**config.mk**
```make
export PLATFORM = sky130hd
export DESIGN_NAME = qpsk_symbol_framer
export DESIGN_NICKNAME = d
export VERILOG_FILES = /design/src/rtl/qpsk_pkg.sv /design/src/rtl/qpsk_byte_fifo.sv /design/src/rtl/qpsk_symbol_framer.sv
export SDC_FILE = /design/constraint.sdc
export NUM_CORES = 1
export LEC_CHECK = 0
export ABC_AREA = 1
export CAP_MARGIN = 40
export CORE_MARGIN = 3
export CORE_UTILIZATION = 47
export CTS_BUF_LIST = sky130_fd_sc_hd__clkbuf_4
export DETAILED_ROUTE_END_ITERATION = 12
export PLACE_DENSITY = 0.63
export SYNTH_ARGS = -nofsm -noshare
export SYNTH_HDL_FRONTEND = slang
export SYNTH_SLANG_ARGS = --single-unit
export TNS_END_PERCENT = 20
```
**constraint.sdc**
```tcl
create_clock -name clk -period 3.76 [get_ports clk]
set_clock_uncertainty 0.05 [all_clocks]
set_input_delay 0.376 -clock clk [delete_from_list [all_inputs] [get_ports clk]]
set_output_delay 0.376 -clock clk [all_outputs]
set_load 0.01 [all_outputs]
```
**src/rtl/qpsk_pkg.sv**
```systemverilog
// rtl/qpsk_pkg.sv - shared types and constants for the QPSK symbol framer
package qpsk_pkg;

  typedef enum logic [1:0] {
    ST_IDLE,
    ST_PREAMBLE,
    ST_SYNC,
    ST_PAYLOAD
  } state_t;

  localparam logic [1:0]  SYM_PRE_A         = 2'b00;
  localparam logic [1:0]  SYM_PRE_B         = 2'b10;
  localparam logic [15:0] DEFAULT_SYNC_WORD = 16'hD391;

  // Bit pair idx of a 16-bit word, MSB pair first (idx 0 -> [15:14]).
  function automatic logic [1:0] pair_of_word(input logic [15:0] w, input logic [2:0] idx);
    return 2'(w >> {~idx, 1'b0});
  endfunction

  // Bit pair idx of a byte, MSB pair first (idx 0 -> [7:6]).
  function automatic logic [1:0] pair_of_byte(input logic [7:0] b, input logic [1:0] idx);
    return 2'(b >> {~idx, 1'b0});
  endfunction

endpackage

```
**src/rtl/qpsk_byte_fifo.sv**
```systemverilog
// rtl/qpsk_byte_fifo.sv - single-clock show-ahead FIFO with count and registered ready
module qpsk_byte_fifo #(
  parameter int DEPTH = 16,
  parameter int WIDTH = 9,
  localparam int AW = $clog2(DEPTH),
  localparam int CW = AW + 1
) (
  input  logic             clk,
  input  logic             reset,
  input  logic             wr_en,
  input  logic [WIDTH-1:0] wr_data,
  input  logic             rd_en,
  output logic [WIDTH-1:0] rd_data,
  output logic             full,
  output logic             empty,
  output logic [CW-1:0]    count,
  output logic             ready
);

  logic [WIDTH-1:0] mem [DEPTH];
  logic [AW-1:0]    wr_ptr;
  logic [AW-1:0]    rd_ptr;
  logic             do_wr;
  logic             do_rd;
  logic [CW-1:0]    count_next;

  assign full       = (count == CW'(DEPTH));
  assign empty      = (count == '0);
  assign do_rd      = rd_en && !empty;
  assign do_wr      = wr_en && (!full || do_rd);
  assign count_next = count + CW'(do_wr) - CW'(do_rd);
  assign rd_data    = mem[rd_ptr];

  always_ff @(posedge clk or negedge reset) begin
    if (!reset) begin
      wr_ptr <= '0;
      rd_ptr <= '0;
      count  <= '0;
      ready  <= 1'b0;
    end else begin
      if (do_wr) wr_ptr <= wr_ptr + AW'(1);
      if (do_rd) rd_ptr <= rd_ptr + AW'(1);
      count <= count_next;
      // Ready tracks the post-update count so it is never stale by a cycle.
      ready <= (count_next != CW'(DEPTH));
    end
  end

  always_ff @(posedge clk) begin
    if (do_wr) mem[wr_ptr] <= wr_data;
  end

endmodule

```
**src/rtl/qpsk_symbol_framer.sv**
```systemverilog
// rtl/qpsk_symbol_framer.sv - byte-to-QPSK-symbol framer: preamble, sync word, payload
module qpsk_symbol_framer
  import qpsk_pkg::*;
#(
  parameter int          PREAMBLE_SYMS = 16,
  parameter logic [15:0] SYNC_WORD     = DEFAULT_SYNC_WORD,
  parameter int          FIFO_DEPTH    = 16,
  parameter int          START_THRESH  = 4
) (
  input  logic       clk,
  input  logic       reset,
  input  logic [7:0] s_data,
  input  logic       s_valid,
  input  logic       s_last,
  output logic       s_ready,
  input  logic       mod_req,
  output logic [1:0] symbol_out,
  output logic       symbol_en,
  output logic       busy,
  output logic       frame_done,
  output logic       underrun
);

  localparam int CW = $clog2(FIFO_DEPTH) + 1;

  state_t     state_q;
  state_t     state_d;
  logic [4:0] pre_cnt;
  logic [2:0] sync_cnt;
  logic [1:0] pair_idx;
  logic [7:0] cur_byte;
  logic       cur_last;
  logic [CW-1:0] last_cnt;

  logic          wr_fire;
  logic          pop;
  logic [8:0]    fifo_q;
  logic          fifo_full;
  logic          fifo_empty;
  logic [CW-1:0] fifo_count;
  logic          start;

  logic [1:0] sym_d;
  logic       en_d;
  logic       done_d;
  logic       underrun_d;
  logic       need_byte;
  logic [4:0] pre_d;
  logic [2:0] sync_d;
  logic [1:0] pair_d;

  assign wr_fire = s_valid && s_ready && !fifo_full;

  qpsk_byte_fifo #(
    .DEPTH (FIFO_DEPTH),
    .WIDTH (9)
  ) u_fifo (
    .clk     (clk),
    .reset   (reset),
    .wr_en   (wr_fire),
    .wr_data ({s_last, s_data}),
    .rd_en   (pop),
    .rd_data (fifo_q),
    .full    (fifo_full),
    .empty   (fifo_empty),
    .count   (fifo_count),
    .ready   (s_ready)
  );

  // A buffered last-flagged byte means a whole frame is ready, regardless of threshold.
  assign start = (last_cnt != '0) || (fifo_count >= CW'(START_THRESH));

  always_ff @(posedge clk or negedge reset) begin
    if (!reset) state_q <= ST_IDLE;
    else        state_q <= state_d;
  end

  always_comb begin
    state_d = state_q;
    if (mod_req) begin
      case (state_q)
        ST_IDLE:     if (start) state_d = ST_PREAMBLE;
        ST_PREAMBLE: if (pre_cnt == 5'(PREAMBLE_SYMS - 1)) state_d = ST_SYNC;
        ST_SYNC:     if (sync_cnt == 3'd7) state_d = fifo_empty ? ST_IDLE : ST_PAYLOAD;
        ST_PAYLOAD:  if (pair_idx == 2'd3 && (cur_last || fifo_empty)) state_d = ST_IDLE;
        default:     state_d = ST_IDLE;
      endcase
    end
  end

  always_comb begin
    sym_d      = symbol_out;
    en_d       = symbol_en;
    done_d     = 1'b0;
    underrun_d = 1'b0;
    need_byte  = 1'b0;
    pop        = 1'b0;
    pre_d      = pre_cnt;
    sync_d     = sync_cnt;
    pair_d     = pair_idx;
    if (mod_req) begin
      case (state_q)
        ST_IDLE: begin
          if (start) begin
            sym_d = SYM_PRE_A;
            en_d  = 1'b1;
          end
        end
        ST_PREAMBLE: begin
          if (pre_cnt == 5'(PREAMBLE_SYMS - 1)) begin
            sym_d = pair_of_word(SYNC_WORD, 3'd0);
          end else begin
            sym_d = pre_cnt[0] ? SYM_PRE_A : SYM_PRE_B;
            pre_d = pre_cnt + 5'd1;
          end
        end
        ST_SYNC: begin
          if (sync_cnt == 3'd7) begin
            need_byte = 1'b1;
          end else begin
            sym_d  = pair_of_word(SYNC_WORD, sync_cnt + 3'd1);
            sync_d = sync_cnt + 3'd1;
          end
        end
        ST_PAYLOAD: begin
          if (pair_idx != 2'd3) begin
            sym_d  = pair_of_byte(cur_byte, pair_idx + 2'd1);
            pair_d = pair_idx + 2'd1;
          end else if (cur_last) begin
            sym_d  = 2'b00;
            en_d   = 1'b0;
            done_d = 1'b1;
          end else begin
            need_byte = 1'b1;
          end
        end
        default: begin
          sym_d = 2'b00;
          en_d  = 1'b0;
        end
      endcase
      if (need_byte) begin
        if (fifo_empty) begin
          sym_d      = 2'b00;
          en_d       = 1'b0;
          underrun_d = 1'b1;
        end else begin
          pop    = 1'b1;
          sym_d  = fifo_q[7:6];
          en_d   = 1'b1;
          pair_d = 2'd0;
        end
      end
    end
  end

  always_ff @(posedge clk or negedge reset) begin
    if (!reset) begin
      symbol_out <= 2'b00;
      symbol_en  <= 1'b0;
      frame_done <= 1'b0;
      underrun   <= 1'b0;
      busy       <= 1'b0;
      pre_cnt    <= '0;
      sync_cnt   <= '0;
      pair_idx   <= '0;
      cur_byte   <= '0;
      cur_last   <= 1'b0;
      last_cnt   <= '0;
    end else begin
      symbol_out <= sym_d;
      symbol_en  <= en_d;
      frame_done <= done_d;
      underrun   <= underrun_d;
      busy       <= (state_d != ST_IDLE);
      if (state_d != state_q) begin
        pre_cnt  <= '0;
        sync_cnt <= '0;
        pair_idx <= '0;
      end else begin
        pre_cnt  <= pre_d;
        sync_cnt <= sync_d;
        pair_idx <= pair_d;
      end
      if (pop) begin
        cur_byte <= fifo_q[7:0];
        cur_last <= fifo_q[8];
      end
      last_cnt <= last_cnt + CW'(wr_fire && s_last) - CW'(pop && fifo_q[8]);
    end
  end

endmodule

```
### Yosys cells after proc, flatten, opt, wreduce, memory -nomap -nowiden

Memories as Yosys holds them, arrays and structs flattened.
Cells that the tools add are included.

* memories: 1
* word-level logic and storage cells: 124
* bits of input ports: 13
* flip-flop bits (word level): 46
* bits in writable memories: 144
* output and inout port bits: 7

Memories
* u_fifo.mem: words 16, bits a word 9, rd ports 1, clocked after memory_dff 0, write ports 1, RTL line qpsk_byte_fifo.sv:20 `logic [WIDTH-1:0] mem [DEPTH];`

* muxes and demuxes: 52
* shifts and indexed selects: 2
* bitwise logic cells: 2
* reductions and logical operators: 24
* magnitude comparators: 1
* $add $sub $neg: 9
* equality and inequality tests: 17

Operator list (count)
* 2-bit 2-to-1 mux: 20
* 1-bit 2-to-1 mux: 20
* 5-bit 2-to-1 mux: 4
* 2-bit one-hot mux with 4 select lines: 2
* 16-bit by 4-bit >> shifter with 2-bit output (first input constant): 1
* 3-bit 2-to-1 mux: 4
* 3-bit inequality test (second input constant): 4
* 5-bit by 1-bit adder with 5-bit output: 2
* 5-bit by 1-bit subtractor with 5-bit output: 2
* 4-bit by 1-bit adder with 4-bit output (second input constant): 2
* 2-bit nonzero test: 4
* 8-bit by 3-bit >> shifter with 2-bit output: 1
* 1-bit logical AND: 7
* 2-bit equality test (second input constant): 3
* 3-bit AND reduction: 2
* 5-bit by 1-bit adder with 5-bit output (second input constant): 1
* 5-bit by 4-bit equality test with 1-bit output (second input constant): 1
* 5-bit equality test (second input constant): 1
* 5-bit by 3-bit greater-or-equal comparator with 1-bit output (second input constant): 1
* 5-bit zero test: 1
* 5-bit inequality test (second input constant): 1
* 5-bit AND reduction: 1
* 5-bit nonzero test: 1
* 2-bit by 1-bit inequality test with 1-bit output (second input constant): 2
* 15 further kinds: 19

### Logic depth before layout (Yosys ltp)

Gate-level depths: netlist of the first run.

* depth after elaboration: 12
* mapped depth: 18
* gate-level depth less buffers: 18

### By module

A second synthesis of the first run with hierarchy kept.

* cell total of the unflattened synthesis: 951
* area, all modules: 8942.3 um2

Modules (own cells, without submodules)
* qpsk_byte_fifo: seq. area each 4674.5 um2, area each 6988.0 um2, instances 1, cells each 693
* qpsk_symbol_framer: seq. area each 800.8 um2, area each 1954.4 um2, instances 1, cells each 258

### Worst setup path after synthesis of the first run

No wires, ideal clock.

* kind: register to register
* from: register sync_cnt[0]
* to: register u_fifo.ready
* required time: 3.581 ns
* arrival time: 2.797 ns
* clock period less this slack: 2.976 ns
* path buffers: 1
* setup time: 0.129 ns
* path slack: 0.784 ns
* cell stages (with the launch flop): 19
* cells stage by stage: dfrtp_1 > ha_1 > ha_1 > inv_1 > nor2_1 > a21oi_2 > inv_2 > nand2_4 > nor2_8 > buf_6 > ha_1 > inv_1 > ha_1 > fa_1 > a21oi_1 > nor2_1 > nor2_1 > xor2_1 > nand2_1

* longest elaborated chain between the ends: 12

RTL lines
* start: declaration: RTL line qpsk_symbol_framer.sv:29 `logic [2:0] sync_cnt;`
* start signal: assignment: RTL line qpsk_symbol_framer.sv:182 `sync_cnt <= sync_d;`
* 3-bit equality test *: RTL line qpsk_symbol_framer.sv:118 `if (sync_cnt == 3'd7) begin`
* 1-bit 2-to-1 mux *: RTL line qpsk_symbol_framer.sv:118
* 1-bit one-hot mux with 2 select lines *: RTL line qpsk_symbol_framer.sv:102 `case (state_q)`
* 1-bit 2-to-1 mux *: RTL line qpsk_symbol_framer.sv:101 `if (mod_req) begin`
* 1-bit 2-to-1 mux *: RTL line qpsk_symbol_framer.sv:142 `if (need_byte) begin`
* 1-bit 2-to-1 mux *: RTL line qpsk_symbol_framer.sv:101
* 1-bit logical AND *: RTL line qpsk_byte_fifo.sv:29 `assign do_rd = rd_en && !empty;`
* named net u_fifo.do_rd: RTL line qpsk_byte_fifo.sv:24 `logic do_rd;`
* 1-bit logical OR: RTL line qpsk_byte_fifo.sv:30 `assign do_wr = wr_en && (!full || do_rd);`
* 1-bit logical AND: RTL line qpsk_byte_fifo.sv:30
* 5-bit by 1-bit adder with 5-bit output: RTL line qpsk_byte_fifo.sv:31 `assign count_next = count + CW'(do_wr) - CW'(do_rd);`
* 5-bit by 1-bit subtractor with 5-bit output *: RTL line qpsk_byte_fifo.sv:31
* named net u_fifo.count_next[4]: RTL line qpsk_byte_fifo.sv:25 `logic [CW-1:0] count_next;`
* 5-bit inequality test *: RTL line qpsk_byte_fifo.sv:45 `ready <= (count_next != CW'(DEPTH));`
* end signal: assignment: RTL line qpsk_byte_fifo.sv:45
* end: declaration: RTL line qpsk_byte_fifo.sv:17 `output logic ready`

The timed path passes the listed nets; every way through them passes the cells marked *. The select of a mux whose other input is x is not followed.
A chain may end at the register's enable or synchronous reset.

### Worst setup path in the final report of the first run

* from: register sync_cnt[0]
* to: register last_cnt[4]

* longest elaborated chain between the ends: 8

RTL lines
* 3-bit equality test: RTL line qpsk_symbol_framer.sv:118
* 1-bit 2-to-1 mux: RTL line qpsk_symbol_framer.sv:118
* 1-bit one-hot mux with 2 select lines: RTL line qpsk_symbol_framer.sv:102
* 1-bit 2-to-1 mux: RTL line qpsk_symbol_framer.sv:101
* 1-bit 2-to-1 mux: RTL line qpsk_symbol_framer.sv:142
* 1-bit 2-to-1 mux: RTL line qpsk_symbol_framer.sv:101
* 1-bit logical AND: RTL line qpsk_symbol_framer.sv:189 `last_cnt <= last_cnt + CW'(wr_fire && s_last) - CW'(pop && fifo_q[8]);`
* 5-bit by 1-bit subtractor with 5-bit output: RTL line qpsk_symbol_framer.sv:189
* end signal: assignment: RTL line qpsk_symbol_framer.sv:189
* end: declaration: RTL line qpsk_symbol_framer.sv:33 `logic [CW-1:0] last_cnt;`

No other way between the ends. The select of a mux whose other input is x is not followed.

==> results of run 1 <==
layout by cell type, fill, tap and decap left out, types with 3 or more instances in the layout:
cell type        synthesis  layout
a21oi_1                 15      15
buf_4                    2      31
clkbuf_4                 0      17
clkdlybuf4s50_1          0      18
clkinv_2                 0       4
dfrtp_1                 46      45
edfxtp_1               144     144
ha_1                    26      26
inv_1                   55      55
inv_2                    6       6
inv_6                    0       5
nand2_1                149     149
nand2_2                  3       3
nand3_1                 36      36
nor2_1                 128     128
nor3_1                   3       3
o211ai_1                26      26
o21ai_0                 69      69
o21ai_1                  4       4
xor2_1                  15      15
state kept, by name (all words and copies together) (netlist names), 3 cells and up:
| register | cells |
|---|---|
| cur_byte | 8 |
| last_cnt | 5 |
| pre_cnt | 5 |
| sync_cnt | 3 |
| u_fifo.count | 5 |
| u_fifo.mem | 144 |
| u_fifo.rd_ptr | 4 |
| u_fifo.wr_ptr | 4 |
power by group through the flow:
stage / sequential, mW / combinational, mW / clock (mW)
6_report: 2.77 / 1.82 / 1.11
4_1_cts: 2.76 / 1.83 / 1.14
2_1_floorplan: 2.76 / 1.29 / 0
3_3_place_gp: 2.80 / 1.74 / 0
3_5_place_dp: 2.81 / 1.82 / 0
5_1_grt: 2.80 / 2.07 / 1.24
area by class of cell:
cell class | count | area [µm²] | area share [%]
clock inverters | 15 | 160 | 1.72
clock buffers | 17 | 128 | 1.37
diodes | 2 | 5.00 | 0.0537
inverters | 62 | 233 | 2.50
multi-input cells | 498 | 2590 | 27.8
flip-flops and latches | 190 | 5480 | 58.7
well taps | 225 | 282 | 3.02
repair buffers | 52 | 448 | 4.80
cells by family (layout without fill, tap and decap cells):
kind of cell             count (synthesis)  count (layout)
XOR/XNOR                                17              17
buffers and inverters                   91             146
other                                    0               2
AND/OR/NAND/NOR                        335             335
adder cells (fa/ha/maj)                 28              28
flip-flops                             190             190
multiplexers                             1               1
AO/OA/AOI/OAI                          117             117
layer usage:
metal	vias up	track usage, %
li1	2716	-
met1	2737	25.5
met2	145	31.7
met3	24	3.38
met4	0	6.07
met5	-	0
stage by stage:
stage	cells	util [%]	hold slack (ns)	total power, mW
CTS	1059	53.5	0.102	5.74
finish	1061	53.5	0.136	5.70
global placement	1021	51.5	0.418	4.54
detailed placement	1026	51.8	0.212	4.64
floorplan	779	-	0.0304	4.06
global route	1061	53.5	0.106	6.11
final timing paths:
path	from	endpoint	slack (ns)	depth (start not counted)
max reg2reg	sync_cnt[0]	last_cnt[4]	0.59	18
min reg2reg	cur_byte[0]	cur_byte[0]	0.46	2
max in group asynchronous	reset	last_cnt[1]	3.02	3
min	reset	pre_cnt[2]	0.14	2
min in group clk	cur_byte[0]	cur_byte[0]	0.46	2
max	sync_cnt[0]	last_cnt[4]	0.59	18
synth_stat cells, drive strengths merged (2+ instances only):
master	n
nand2	154
edfxtp	144
nor2	133
o21ai	73
inv	61
dfrtp	46
nand3	38
ha	26
o211ai	26
clkbuf	17
a21oi	16
xor2	15
buf	12
nor3	4
fa	2
nand4	2
xnor2	2
what timing repair did:
action / CTS / global route
hold endpoints to repair: 46 / 0
hold buffers: 1 / 0
endpoints found under the setup margin: 0 / 0
==> impl_metrics.yaml, run 1 <==
global_routing:
  grtUsageTotal_pct: 19.0
  grt_overflow_total: 0
  grt_pass1_vias: 5568
  grt_max_degree: 38
  antenna_found_initial: 1
  first_pass_grt_wire_length_um: 29100
logic_synthesis:
  main_combinational_cell_family_by_area_after_synthesis: "simple AND/OR/NAND/NOR gates"
  synthesis.yosys.warnings: 0
  synth_simple_gate_area_share_pct: 16.6
  synth-adder-area-share_pct: 4.33
  synth.ff_latch_count: 190
  synth_compound_gate_area_share_pct: 7.89
  synth.area.mux_share_pct: 0.133
  synth_area_per_cell_um2: 10.8
  synth.net_count: 820
  xor_and_xnor_fraction_of_the_mapped_netlist_area_pct: 1.76
  synthesis.instances: 779
  synthDistinctLibCells: 38
  syn_area_um2: 8440
  synth_sequential_area_ratio_pct: 64.9
  synth_top_flop_cell: "edfxtp_1"
  netlist_top_cells_area: "edfxtp_1, dfrtp_1, nand2_1, nor2_1, o21ai_0"
  netlist.top_cell.by_area: "edfxtp_1"
  synth-async-reset-ratio_pct: 24.2
  synth_top_cell_area_share_pct: 51.3
  synth_edf_count: 144
sta:
  report.final.slew_viol_count: 0
  setup-tns-final_ns: 0
  min_period_over_period_pct: 84.3
  max_freq_ghz: 0.315
  max_slew_margin_pct: 56.6
  rsz_0062_raised_after_global_routing: "no"
  finalHoldViolCount: 0
  finalWorstPathRequiredPeriod_ns: 3.17
  timing_worst_slew_pin_value_ns: 0.650
  timing.final.setup_violations: 0
  setup_ws_ns: 0.590
clocking:
  clockRootBuffer: "clkbuf_4"
  insertion_delay_ns: 0.56
  tritoncts_buffers: 17
  cts.path.max_buffers: 2
  clk_pin_slew_ns: 0.16
  numClockSinks: 190
  cts.repair.resized: 0
  clock_tree_from_tritoncts: "yes"
  h-tree-depth: 4
  cts_setup_buffers: 0
layout:
  drive_above_1_share_pct: 10.6
  finish.instance_area_um2: 9320
  fin_nets: 862
  synthToLayoutAreaGrowth_pct: 10.5
  fill_cells: 1556
route:
  wl_met3_um: 856
  detail_route.wl_per_cell_um: 16.8
  wirelength_met1_um: 7810
  final_wl_um: 17900
  dr_total_vias: 5622
  final_antenna_net_count: 0
  via_per_inst: 5.30
  detail_route.iter0.violations: 530
  drt-pass1-iter-count: 5
  met2_length_um: 8850
  top_signal_layer_used: "met4"
  drc_viols: 0
pwr:
  power_switching_mw: 2.06
  leakagePower_nw: 3.68
  power.share.sequential_pct: 48.5
  power.share.switching_pct: 36.1
  combinational_fraction_of_design_power_pct: 31.9
  ir_worst_vdd_mv: 0.274
  power_per_cell_area_nw_per_um2: 611
  power_report.internal_total_mw: 3.64
  part_of_the_power_in_the_clock_network_pct: 19.5
worst_setup_path:
  worst-path-max-fanout: 18
  nature_of_the_critical_path_startpoint: "flip-flop"
  crit_path_max_incr_delay_ns: 0.44
  crit_chain: "ha_1, ha_1, inv_1, nor2_1, a21oi_2, inv_2, nand2_4, nor2_8, nand3_1, inv_1, ha_1, inv_1, ha_1, inv_1, fa_1, o21ai_0, a21oi_1, xor2_1"
  path_delay_family: "adder cells"
  timing.critical_path.slowest_stage_cell: "dfrtp_1"
  worst-endpoint-required_ns: 4.18
  end_kind: "flip-flop"
  path_class: "reg -> reg"
  worst_ep_arrival_time_ns: 3.59
  critPathBufInv: 5
floorplanning:
  fp.dieArea_um2: 19600
  core_area_um2: 17400
  floorplan.die.height_um: 140
  die_x_um: 140
  floorplan.initialDensity_pct: 48.4
  std_cell_rows: 48
  ioPinCount: 20
place:
  placement.setup.worst_slack_ns: 0.568
  gpl.final_weighted_congestion: 0.862
  io_buffer_count: 19
  detailed_place_hpwl_um: 12200
  placement.cell_area_um2: 9020
run_status:
  run_status: "completed"
worst_hold_path:
  hold_path_class: "in -> async"
job:
  maxCapViolations: 0
Note: power is estimated with default switching activity, not from simulation.
==> run 2, diff against run 1 <==
==> constraint.sdc (replaced) <==
create_clock -name clk -period 3.19 [get_ports clk]
set_clock_uncertainty 0.05 [all_clocks]
set_input_delay 0.319 -clock clk [delete_from_list [all_inputs] [get_ports clk]]
set_output_delay 0.319 -clock clk [all_outputs]
set_load 0.01 [all_outputs]
==> run 2 against run 1 <==
  * Count of clock-buffer cells in the layout is the same
  * Combinational power grew 21%
  * Global-route usage shrank 0.47 points
  * Core utilization grew 0.30 points
  * Worst setup slack lost 0.38 ns
  * Cell count grew 0.57%
  * Routed wire length shrank 1.5%
  * First-iteration DRC count shrank 40%
  * Final area grew 0.56%
  * Largest power group unchanged
==> impl_metrics.yaml, run 2 (synthesis results as in run 1) <==
run_status:
  run_status: "completed"
pwr:
  ir_worst_vdd_mv: 0.342
  leakagePower_nw: 3.71
  power_per_cell_area_nw_per_um2: 713
global_routing:
  first_pass_grt_wire_length_um: 28600
  grt_pass1_vias: 5652
  grt_overflow_total: 0
  grtUsageTotal_pct: 18.5
  antenna_found_initial: 0
  grt_max_degree: 33
worst_hold_path:
  hold_path_class: "in -> async"
clocking:
  cts.path.max_buffers: 2
  clock_tree_from_tritoncts: "yes"
  clk_pin_slew_ns: 0.17
  tritoncts_buffers: 17
  h-tree-depth: 4
  insertion_delay_ns: 0.57
  clockRootBuffer: "clkbuf_4"
  numClockSinks: 190
layout:
  fin_cells: 1067
  largest_reg_flops: 144
  synthToLayoutAreaGrowth_pct: 11.1
  finish.instance_area_um2: 9380
  final_cell_utilization_of_the_core_pct: 53.8
  fin_nets: 870
  diodes: 0
  mostFrequentLayoutCell: "nand2_1"
  drive_above_1_share_pct: 11.8
  most_flop_heavy_register: "u_fifo.mem"
  fill_cells: 1502
  top_regs: "u_fifo.mem (144), cur_byte (8)"
  layout_common_cells: "nand2_1, edfxtp_1, nor2_1"
sta:
  finalHoldViolCount: 0
  timing_worst_slew_pin_value_ns: 0.584
  max_slew_margin_pct: 61.0
  fin_worst_hold_slack_ns: 0.113
  min_period_over_period_pct: 93.3
  finalWorstPathRequiredPeriod_ns: 2.98
  max_freq_ghz: 0.336
  report.final.slew_viol_count: 0
  timing.final.setup_violations: 0
  setup_ws_ns: 0.213
floorplanning:
  fp.dieArea_um2: 19600
  ioPinCount: 20
  floorplan.initialDensity_pct: 48.4
  std_cell_rows: 48
  die_x_um: 140
  floorplan.die.height_um: 140
  core_area_um2: 17400
place:
  io_buffer_count: 19
  placed_cells_incl_taps: 1029
  detailed_place_hpwl_um: 12100
  placement.cell_area_um2: 9040
  placement.setup.worst_slack_ns: 0.0241
  gpl.final_weighted_congestion: 0.855
route:
  via_per_inst: 5.31
  detail_route.wl_per_cell_um: 16.5
  dr_total_vias: 5666
  detail_route.iter0.violations: 320
  drc_viols: 0
  drt-pass1-iter-count: 5
  final_antenna_net_count: 0
  final_wl_um: 17600
worst_setup_path:
  worst-path-max-fanout: 4
  path_class: "reg -> reg"
  end_kind: "flip-flop"
  worst-endpoint-required_ns: 3.61
  nature_of_the_critical_path_startpoint: "flip-flop"
  worst_ep_arrival_time_ns: 3.40
job:
  maxCapViolations: 0
run 2: timing repair:
item | in CTS | in global routing
gates resized for setup | 0 | 4
hold buffers | 1 | 0
pin swaps | 1 | 1
setup endpoints to repair | 1 | 3
hold endpoints to repair | 46 | 0
buffers inserted | 2 | 3
run 2: worst max-delay path: stages, from the launching register on:
cell and delay [ns]:
dfrtp_1 0.43, ha_1 0.22, ha_1 0.18, inv_1 0.08, nor2_1 0.07, a21oi_2 0.17
inv_2 0.07, nand2_4 0.09, nor2_8 0.06, ha_1 0.27, inv_1 0.04, ha_1 0.20
fa_2 0.36, a21oi_1 0.15, nor2_1 0.06, nor2_1 0.11, xor2_1 0.20, nand2_1 0.09
run 2: cell type report:
class | instances | area [µm²] | area share, %
Clock buffer | 17 | 128 | 1.36
Clock inverter | 15 | 148 | 1.57
Inverter | 62 | 233 | 2.48
Multi-Input combinational cell | 498 | 2600 | 27.7
Sequential cell | 190 | 5480 | 58.4
Tap cell | 225 | 282 | 3.00
Timing Repair Buffer | 60 | 508 | 5.42
run 2: stage by stage:
stage | TNS [ns] | power (mW)
6_report | 0 | 6.69
3_5_place_dp | 0 | 5.46
3_3_place_gp | 0 | 5.37
2_1_floorplan | 0 | 4.78
4_1_cts | 0 | 6.68
5_1_grt | -0.00753 | 7.18
run 2: worst paths after layout:
| path | startpoint | endpoint | slack (ns) | cells past startpoint |
|---|---|---|---|---|
| min in group clk | mod_req | state_q[0] | 0.44 | 3 |
| max in group asynchronous | reset | u_fifo.rd_ptr[0] | 2.46 | 3 |
| max reg2reg | sync_cnt[0] | u_fifo.ready | 0.21 | 17 |
| max | sync_cnt[0] | u_fifo.ready | 0.21 | 17 |
| min reg2reg | cur_byte[3] | cur_byte[3] | 0.45 | 2 |
| min | reset | pre_cnt[4] | 0.11 | 2 |
run 2: report_power, final:
group / switching (mW) / internal, mW / total, mW
clock network: 0.873 / 0.352 / 1.22
registers: 0.220 / 3.05 / 3.27
logic: 1.37 / 0.822 / 2.20
total: 2.47 / 4.22 / 6.69
run 2: per-layer routing:
metal	global-route usage [%]	up-vias	wire length (µm)
met5	0	-	0
li1	-	2738	-
met3	3.28	22	698
met1	23.0	2794	7410
met4	5.15	0	239
met2	33.3	112	9240
==> run 3, diff against run 2 <==
--- a/config.mk
+++ b/config.mk
@@ -12,6 +12,7 @@
 export CTS_BUF_LIST = sky130_fd_sc_hd__clkbuf_4
 export DETAILED_ROUTE_END_ITERATION = 12
 export PLACE_DENSITY = 0.63
+export SKIP_CTS_REPAIR_TIMING = 1
 export SYNTH_ARGS = -nofsm -noshare
 export SYNTH_HDL_FRONTEND = slang
 export SYNTH_SLANG_ARGS = --single-unit
==> run 3 against run 2 <==
  * Register-to-register slack hardly changed
  * Critical path depth did not move
  * Final area is essentially flat
==> impl_metrics.yaml, run 3 (synthesis results as in run 1) <==
global_routing:
  grt_max_degree: 33
  antenna_found_initial: 0
  grt_pass1_vias: 5633
  grt_overflow_total: 0
  grtUsageTotal_pct: 18.5
  first_pass_grt_wire_length_um: 28500
worst_setup_path:
  worst_ep_arrival_time_ns: 3.41
  worst-path-max-fanout: 7
  rrSetupSlack_ns: 0.20
  end_kind: "flip-flop"
  r2r_start: "sync_cnt[0]"
  r2r_cells: 17
  nature_of_the_critical_path_startpoint: "flip-flop"
  reg2reg_to: "u_fifo.ready"
  worst-endpoint-required_ns: 3.61
  path_class: "reg -> reg"
route:
  via_per_inst: 5.28
  detail_route.wl_per_cell_um: 16.4
  detail_route.iter0.violations: 346
  dr_total_vias: 5628
  drt-pass1-iter-count: 5
  drc_viols: 0
  final_antenna_net_count: 0
  final_wl_um: 17500
sta:
  finalHoldViolCount: 0
  report.final.slew_viol_count: 0
  finalWorstPathRequiredPeriod_ns: 2.99
  timing_worst_slew_pin_value_ns: 0.590
  timing.final.setup_violations: 0
  setup_ws_ns: 0.204
  max_freq_ghz: 0.335
  min_period_over_period_pct: 93.6
  max_slew_margin_pct: 60.5
  setup-tns-final_ns: 0
clocking:
  h-tree-depth: 4
  tritoncts_buffers: 17
  clock_tree_from_tritoncts: "yes"
  numClockSinks: 190
  insertion_delay_ns: 0.57
  cts.path.max_buffers: 2
  clk_pin_slew_ns: 0.17
  clockRootBuffer: "clkbuf_4"
place:
  io_buffer_count: 19
  placed_cells_incl_taps: 1029
  placement.setup.worst_slack_ns: 0.0241
  gpl.final_weighted_congestion: 0.855
  placement.cell_area_um2: 9040
  detailed_place_hpwl_um: 12100
layout:
  final_cell_utilization_of_the_core_pct: 53.8
  fill_cells: 1503
  drive_above_1_share_pct: 11.7
  synthToLayoutAreaGrowth_pct: 11.0
  diodes: 0
  fin_nets: 869
  mostFrequentLayoutCell: "nand2_1"
  top_regs: "u_fifo.mem (144), cur_byte (8)"
  largest_reg_flops: 144
  most_flop_heavy_register: "u_fifo.mem"
  finish.instance_area_um2: 9370
  fin_cells: 1066
  layout_common_cells: "nand2_1, edfxtp_1, nor2_1"
pwr:
  ir_worst_vdd_mv: 0.342
  leakagePower_nw: 3.71
  power_per_cell_area_nw_per_um2: 714
floorplanning:
  floorplan.initialDensity_pct: 48.4
  core_area_um2: 17400
  std_cell_rows: 48
  ioPinCount: 20
  floorplan.die.height_um: 140
  fp.dieArea_um2: 19600
  die_x_um: 140
run_status:
  run_status: "completed"
job:
  maxCapViolations: 0
worst_hold_path:
  hold_path_class: "in -> async"
run 3: cell count changes in the layout (fill, tap and decap cells not counted):
| cell | before | now |
|---|---|---|
| buf_4 | 39 | 38 |
run 3: how the worst max path moves through the flow:
stage / start / to / slack (ns) / cells after the start
3_5_place_dp: sync_cnt[0] / last_cnt[4] / 0.02 / 18
4_1_cts: sync_cnt[0] / last_cnt[4] / -0.02 / 18
2_1_floorplan: sync_cnt[0] / u_fifo.ready / 0.21 / 18
6_report: sync_cnt[0] / u_fifo.ready / 0.20 / 17
5_1_grt: sync_cnt[0] / u_fifo.ready / -0.02 / 17
3_3_place_gp: sync_cnt[0] / last_cnt[4] / 0.09 / 18
run 3: critical path, cell delays in order, from the launching register on:
cell	delay [ns]
dfrtp_1	0.43
ha_1	0.22
ha_1	0.18
inv_1	0.08
nor2_1	0.07
a21oi_2	0.17
inv_2	0.06
nand2_4	0.09
nor2_8	0.06
ha_1	0.28
inv_1	0.04
ha_1	0.20
fa_2	0.36
a21oi_1	0.15
nor2_1	0.06
nor2_1	0.11
xor2_1	0.20
nand2_1	0.09
run 3: power breakdown:
part / switching (mW) / total (mW) / internal, mW / leakage (nW)
clock: 0.876 / 1.23 / 0.352 / 0.148
sequential: 0.217 / 3.26 / 3.05 / 1.87
combinational: 1.37 / 2.19 / 0.822 / 1.69
total: 2.47 / 6.69 / 4.22 / 3.71
run 3: per-layer routing:
metal | wire (µm) | track usage (%) | share of wire (%) | up-vias
li1 | - | - | - | 2735
met1 | 7380 | 23.1 | 42 | 2745
met2 | 9130 | 33.0 | 52 | 125
met3 | 769 | 3.31 | 4.4 | 23
met4 | 242 | 5.25 | 1.4 | 0
met5 | 0 | 0 | 0 | -
run 3: per-stage QoR:
stage	hold WS, ns	power, mW
3_3_place_gp	0.417	5.37
5_1_grt	0.0959	7.18
3_5_place_dp	0.213	5.46
4_1_cts	-0.439	6.68
6_report	0.115	6.69
2_1_floorplan	-0.0266	4.78
run 3: cell type report:
class | instances | area (µm²) | share of cell area [%]
multi-input cells | 498 | 2600 | 27.8
clock inverters | 15 | 148 | 1.58
well taps | 225 | 282 | 3.01
inverters | 62 | 233 | 2.48
flip-flops and latches | 190 | 5480 | 58.5
repair buffers | 59 | 500 | 5.34
clock buffers | 17 | 128 | 1.36
